### config.mk
export PLATFORM = sky130hd
export DESIGN_NAME = bram_req_master
export DESIGN_NICKNAME = d
export VERILOG_FILES = /design/src/rtl/bram_req_master.sv
export SDC_FILE = /design/constraint.sdc
export NUM_CORES = 1
export LEC_CHECK = 0
export CORE_UTILIZATION = 46
export DETAILED_ROUTE_END_ITERATION = 6
export PLACE_DENSITY = 0.91
export RECOVER_POWER = 50
export SLEW_MARGIN = 20
export SYNTH_ARGS = -nofsm -noshare
export SYNTH_HDL_FRONTEND = slang
export SYNTH_SLANG_ARGS = --single-unit
### constraint.sdc
create_clock -name clk -period 4.7 [get_ports clk]
set_clock_uncertainty 0.2 [all_clocks]
set_input_delay 0.94 -clock clk [delete_from_list [all_inputs] [get_ports clk]]
set_output_delay 0.94 -clock clk [all_outputs]
set_load 0.005 [all_outputs]
### src/rtl/bram_req_master.sv
// bram_req_master
// Request-side controller for the single-port block-RAM read/write wrapper.
// Takes one command at a time on a valid/ready port, drives the wrapper's
// enable/write-enable/address/data pins, waits for the read-valid strobe
// (bounded by TIMEOUT cycles) and returns a response on a valid/ready port.
// All outputs are registers updated in the same block as the state, so
// they all clear together on the asynchronous reset.
module bram_req_master #(
  parameter int ADDR_WIDTH = 15,
  parameter int DATA_WIDTH = 31,
  parameter int TIMEOUT    = 15
) (
  input  logic                  clk,
  input  logic                  reset,
  input  logic                  cmd_valid,
  output logic                  cmd_ready,
  input  logic                  cmd_we,
  input  logic [ADDR_WIDTH-1:0] cmd_addr,
  input  logic [DATA_WIDTH-1:0] cmd_wdata,
  output logic                  rsp_valid,
  input  logic                  rsp_ready,
  output logic                  rsp_we,
  output logic                  rsp_err,
  output logic [DATA_WIDTH-1:0] rsp_rdata,
  output logic                  ena_bram,
  output logic                  wea_bram,
  output logic [ADDR_WIDTH-1:0] addra,
  output logic [DATA_WIDTH-1:0] dina,
  input  logic [DATA_WIDTH-1:0] mem_douta,
  input  logic                  mem_valid,
  output logic                  busy
);

  typedef enum logic [2:0] {
    IDLE      = 3'd0,
    WRITE     = 3'd1,
    READ_REQ  = 3'd2,
    READ_WAIT = 3'd3,
    RESP      = 3'd4
  } state_t;

  // Last counter value still spent waiting; reaching it ends the read with
  // an error, so the 8-bit counter can never wrap.
  localparam logic [7:0] TMO_LAST = 8'(TIMEOUT - 1);

  state_t                  state_r;
  logic [7:0]              cnt_r;
  logic                    cmd_ready_r;
  logic                    rsp_valid_r;
  logic                    rsp_we_r;
  logic                    rsp_err_r;
  logic [DATA_WIDTH-1:0]   rsp_rdata_r;
  logic                    ena_r;
  logic                    wea_r;
  logic [ADDR_WIDTH-1:0]   addra_r;
  logic [DATA_WIDTH-1:0]   dina_r;
  logic                    busy_r;

  // Transaction FSM with all registered outputs; ena/wea pulses are set on
  // the edge entering WRITE/READ_REQ and cleared on the edge leaving it.
  always_ff @(posedge clk or negedge reset) begin
    if (!reset) begin
      state_r     <= IDLE;
      cnt_r       <= 8'd0;
      cmd_ready_r <= 1'b0;
      rsp_valid_r <= 1'b0;
      rsp_we_r    <= 1'b0;
      rsp_err_r   <= 1'b0;
      rsp_rdata_r <= {DATA_WIDTH{1'b0}};
      ena_r       <= 1'b0;
      wea_r       <= 1'b0;
      addra_r     <= {ADDR_WIDTH{1'b0}};
      dina_r      <= {DATA_WIDTH{1'b0}};
      busy_r      <= 1'b0;
    end else begin
      case (state_r)
        IDLE: begin
          // cmd_ready comes up one cycle after reset release and is only
          // honoured once it is visible to the requester.
          if (cmd_valid && cmd_ready_r) begin
            addra_r     <= cmd_addr;
            dina_r      <= cmd_wdata;
            rsp_we_r    <= cmd_we;
            cmd_ready_r <= 1'b0;
            busy_r      <= 1'b1;
            ena_r       <= 1'b1;
            wea_r       <= cmd_we;
            state_r     <= cmd_we ? WRITE : READ_REQ;
          end else begin
            cmd_ready_r <= 1'b1;
            ena_r       <= 1'b0;
            wea_r       <= 1'b0;
            state_r     <= IDLE;
          end
        end
        WRITE: begin
          ena_r       <= 1'b0;
          wea_r       <= 1'b0;
          rsp_err_r   <= 1'b0;
          rsp_rdata_r <= {DATA_WIDTH{1'b0}};
          rsp_valid_r <= 1'b1;
          state_r     <= RESP;
        end
        READ_REQ: begin
          ena_r   <= 1'b0;
          wea_r   <= 1'b0;
          cnt_r   <= 8'd0;
          state_r <= READ_WAIT;
        end
        READ_WAIT: begin
          cnt_r <= cnt_r + 8'd1;
          if (mem_valid) begin
            // Data wins over a coincident timeout.
            rsp_rdata_r <= mem_douta;
            rsp_err_r   <= 1'b0;
            rsp_valid_r <= 1'b1;
            state_r     <= RESP;
          end else if (cnt_r == TMO_LAST) begin
            rsp_rdata_r <= {DATA_WIDTH{1'b0}};
            rsp_err_r   <= 1'b1;
            rsp_valid_r <= 1'b1;
            state_r     <= RESP;
          end else begin
            state_r <= READ_WAIT;
          end
        end
        RESP: begin
          if (rsp_ready) begin
            rsp_valid_r <= 1'b0;
            busy_r      <= 1'b0;
            cmd_ready_r <= 1'b1;
            state_r     <= IDLE;
          end else begin
            state_r <= RESP;
          end
        end
        default: begin
          // Unreachable encoding: return quietly to a safe idle.
          ena_r       <= 1'b0;
          wea_r       <= 1'b0;
          rsp_valid_r <= 1'b0;
          busy_r      <= 1'b0;
          cmd_ready_r <= 1'b0;
          state_r     <= IDLE;
        end
      endcase
    end
  end

  assign cmd_ready = cmd_ready_r;
  assign rsp_valid = rsp_valid_r;
  assign rsp_we    = rsp_we_r;
  assign rsp_err   = rsp_err_r;
  assign rsp_rdata = rsp_rdata_r;
  assign ena_bram  = ena_r;
  assign wea_bram  = wea_r;
  assign addra     = addra_r;
  assign dina      = dina_r;
  assign busy      = busy_r;

endmodule

==> results.json <==
{
  "cts_resized": 0,
  "dpl_worst_slack_ns": 1.462,
  "worstPathCellList": "buf_4 -> clkbuf_1",
  "avgSynthCellArea_um2": 13.72,
  "max_freq_mhz": 320.7,
  "die_w_um": 96.28,
  "clock_path_buffers": 2,
  "cts.sinks": 95,
  "layout_commonest_cell": "clkdlybuf4s50_1",
  "track_usage": 0.2020,
  "grt_setup_unrepaired": "no",
  "yosysSeqAreaShare": 0.5814,
  "synth-seq-cells": 95,
  "drc_errors": 0,
  "ant_nets": 0,
  "die_h_um": 96.28,
  "outcome": "complete, but fails checks",
  "drt_iter0_drc": 101,
  "dieArea_mm2": 0.009270,
  "power.leakage_nw": 2.535,
  "power.density_mw_per_mm2": 575.7,
  "dpl.hpwl_um": 6719,
  "cp_num_buf_inv": 2,
  "final_max_slew_viol_count": 38,
  "mostFrequentLayoutCells": "clkdlybuf4s50_1, dfrtp_1, mux2_2, and2_1, a221o_1",
  "wire_per_inst_um": 16.44,
  "insertion_delay_ns": 0.34,
  "final_core_util": 0.6853,
  "cts_tree": "built",
  "timing.final.crit_share": 0.6634,
  "synth_top_area_share": 0.5814,
  "ctsRootBufferMaster": "clkbuf_8",
  "place_congestion": 0.7748,
  "grt_max_degree": 60,
  "place_area_mm2": 0.005757,
  "core_area_mm2": 0.008678,
  "peakVddDrop_mv": 0.2632,
  "first_global_vias": 3002,
  "syn_area_mm2": 0.004089,
  "postCtsHoldBufs": 0,
  "viasPerCell": 5.371,
  "final_area_mm2": 0.005947,
  "drive_above_1_share": 0.1577,
  "antenna_found_initial": 0,
  "critPathArrivalTime_ns": 2.99,
  "path_clk_slew_ns": 0.10,
  "worstMarginPinSlew_ns": 1.936,
  "critPathLaunchType": "input port",
  "synth_nets": 383,
  "min_period_ns": 3.118,
  "syn-instance-count": 298,
  "netlist.top_cell.by_area": "dfrtp_1",
  "finish.net_count": 543,
  "port_buffers": 166,
  "cts_inserted_buffers": 9,
  "setup_viol": 0,
  "worstSetupPathType": "input port to async pin",
  "maxCapViolCount": 1,
  "hold_ws_ns": 0.2765,
  "drt-pass1-iter-count": 6,
  "synth_top_flop_cell": "dfrtp_1",
  "synth_area_leaders": "dfrtp_1, mux2_2, a221o_1",
  "cts_max_level": 3,
  "slowest_stage": "clkbuf_1",
  "async_reset_ff_frac": 1.000,
  "timing.setup.tns_ns": 0,
  "grt_overflow_total": 0,
  "min_path_type": "flip-flop to flip-flop",
  "pin_count": 167,
  "start_util": 0.4712,
  "postCtsSetupRepairBufs": 0,
  "grt_pass1_wl_um": 14370,
  "syn2layout_area_growth_pct": 45.44,
  "yosysWarnings": 0,
  "end_kind": "async pin",
  "violations": "max-capacitance violations, max-slew violations",
  "finalWorstSetupSlack_ns": 1.582,
  "report.final.hold_viol_count": 0,
  "critical_path_required_ns": 4.58,
  "placementRows": 34,
  "synth-edff-count": 0,
  "n_fill_cell": 615,
  "worstPathMaxFanout": 59,
  "n_antenna_cell": 0,
  "max_stage_delay_ns": 1.45,
  "dr_total_vias": 3067,
  "synth_cell_types": 39,
  "finalWirelength_um": 9386,
  "relSlewSlack": -0.2908,
  "crit_family": "buffers and inverters"
}
state kept, by name (all words and copies together), names as in the netlist:
name       flops
dina          31
addra         15
ena_bram       1
cnt_r          8
rsp_err        1
wea_bram       1
rsp_valid      1
rsp_rdata     31
state_r        3
rsp_we         1
cmd_ready      1
busy           1
final timing paths:
check | start | endpoint | slack, ns | cells past startpoint
setup / recovery | reset | dina[5]$_DFFE_PN0P_ | 1.58 | 2
hold / removal | ena_bram$_DFFE_PN0N_ | ena_bram$_DFFE_PN0N_ | 0.28 | 1
setup reg to reg | state_r[0]$_DFF_PN0_ | dina[20]$_DFFE_PN0P_ | 2.00 | 4
hold reg to reg | ena_bram$_DFFE_PN0N_ | ena_bram$_DFFE_PN0N_ | 0.28 | 1
max in group clk | cmd_valid | dina[20]$_DFFE_PN0P_ | 1.77 | 4
min in group asynchronous | reset | rsp_we$_DFFE_PN0P_ | 0.45 | 1
per-stage QoR:
step,instances,power (W)
final,571,0.003424
after global routing,571,0.003667
after CTS,571,0.003513
after detailed placement,555,0.002974
after global placement,555,0.002895
after floorplan,298,0.002118
cell type report:
cell class	instances	area, µm²	area share
Sequential cell	95	2377	0.3997
Clock buffer	9	123.9	0.02083
Clock inverter	7	70.07	0.01178
Multi-Input combinational cell	178	1540	0.2590
Inverter	4	15.01	0.002525
Timing Repair Buffer	170	1685	0.2834
Tap cell	108	135.1	0.02272
cell usage after synthesis, types with 4 or more instances:
library cell and count:
mux2_2 42, clkbuf_1 7, nand3_1 5, buf_6 5
nand2_1 9, nand2b_1 5, a221o_1 31, inv_1 4
dfrtp_1 95, mux2_4 7, and2_1 31, o21ai_0 5
a22o_1 5, buf_4 4
routing by layer:
| metal | vias up | share of wire | track usage | wire length, µm |
|---|---|---|---|---|
| met4 | 0 | 0.010 | 0.06095 | 96 |
| met1 | 1514 | 0.43 | 0.2611 | 4056 |
| met3 | 10 | 0.078 | 0.05055 | 731 |
| li1 | 1420 | - | - | - |
| met2 | 123 | 0.48 | 0.3345 | 4501 |
| met5 | - | 0 | 0 | 0 |
cell families (layout without fill, tap and decap cells):
logic type | Yosys count | in the layout | synth area share
and+or+nand+nor | 68 | 68 | 0.1034
DFF | 95 | 95 | 0.5814
muxes | 49 | 49 | 0.1414
buffers and inverters | 25 | 190 | 0.04223
adders and majority gates | 2 | 2 | 0.006119
AOI/OAI and AO/OA | 59 | 59 | 0.1255
report_power, final:
| group | internal (W) | total (W) | switching [W] |
|---|---|---|---|
| Clock | 0.000247 | 0.000534 | 0.000287 |
| Sequential | 0.00117 | 0.00142 | 0.000254 |
| Combinational | 0.000980 | 0.00147 | 0.000489 |
| Total | 0.00239 | 0.00342 | 0.00103 |
(Power assumes the default switching activity.)
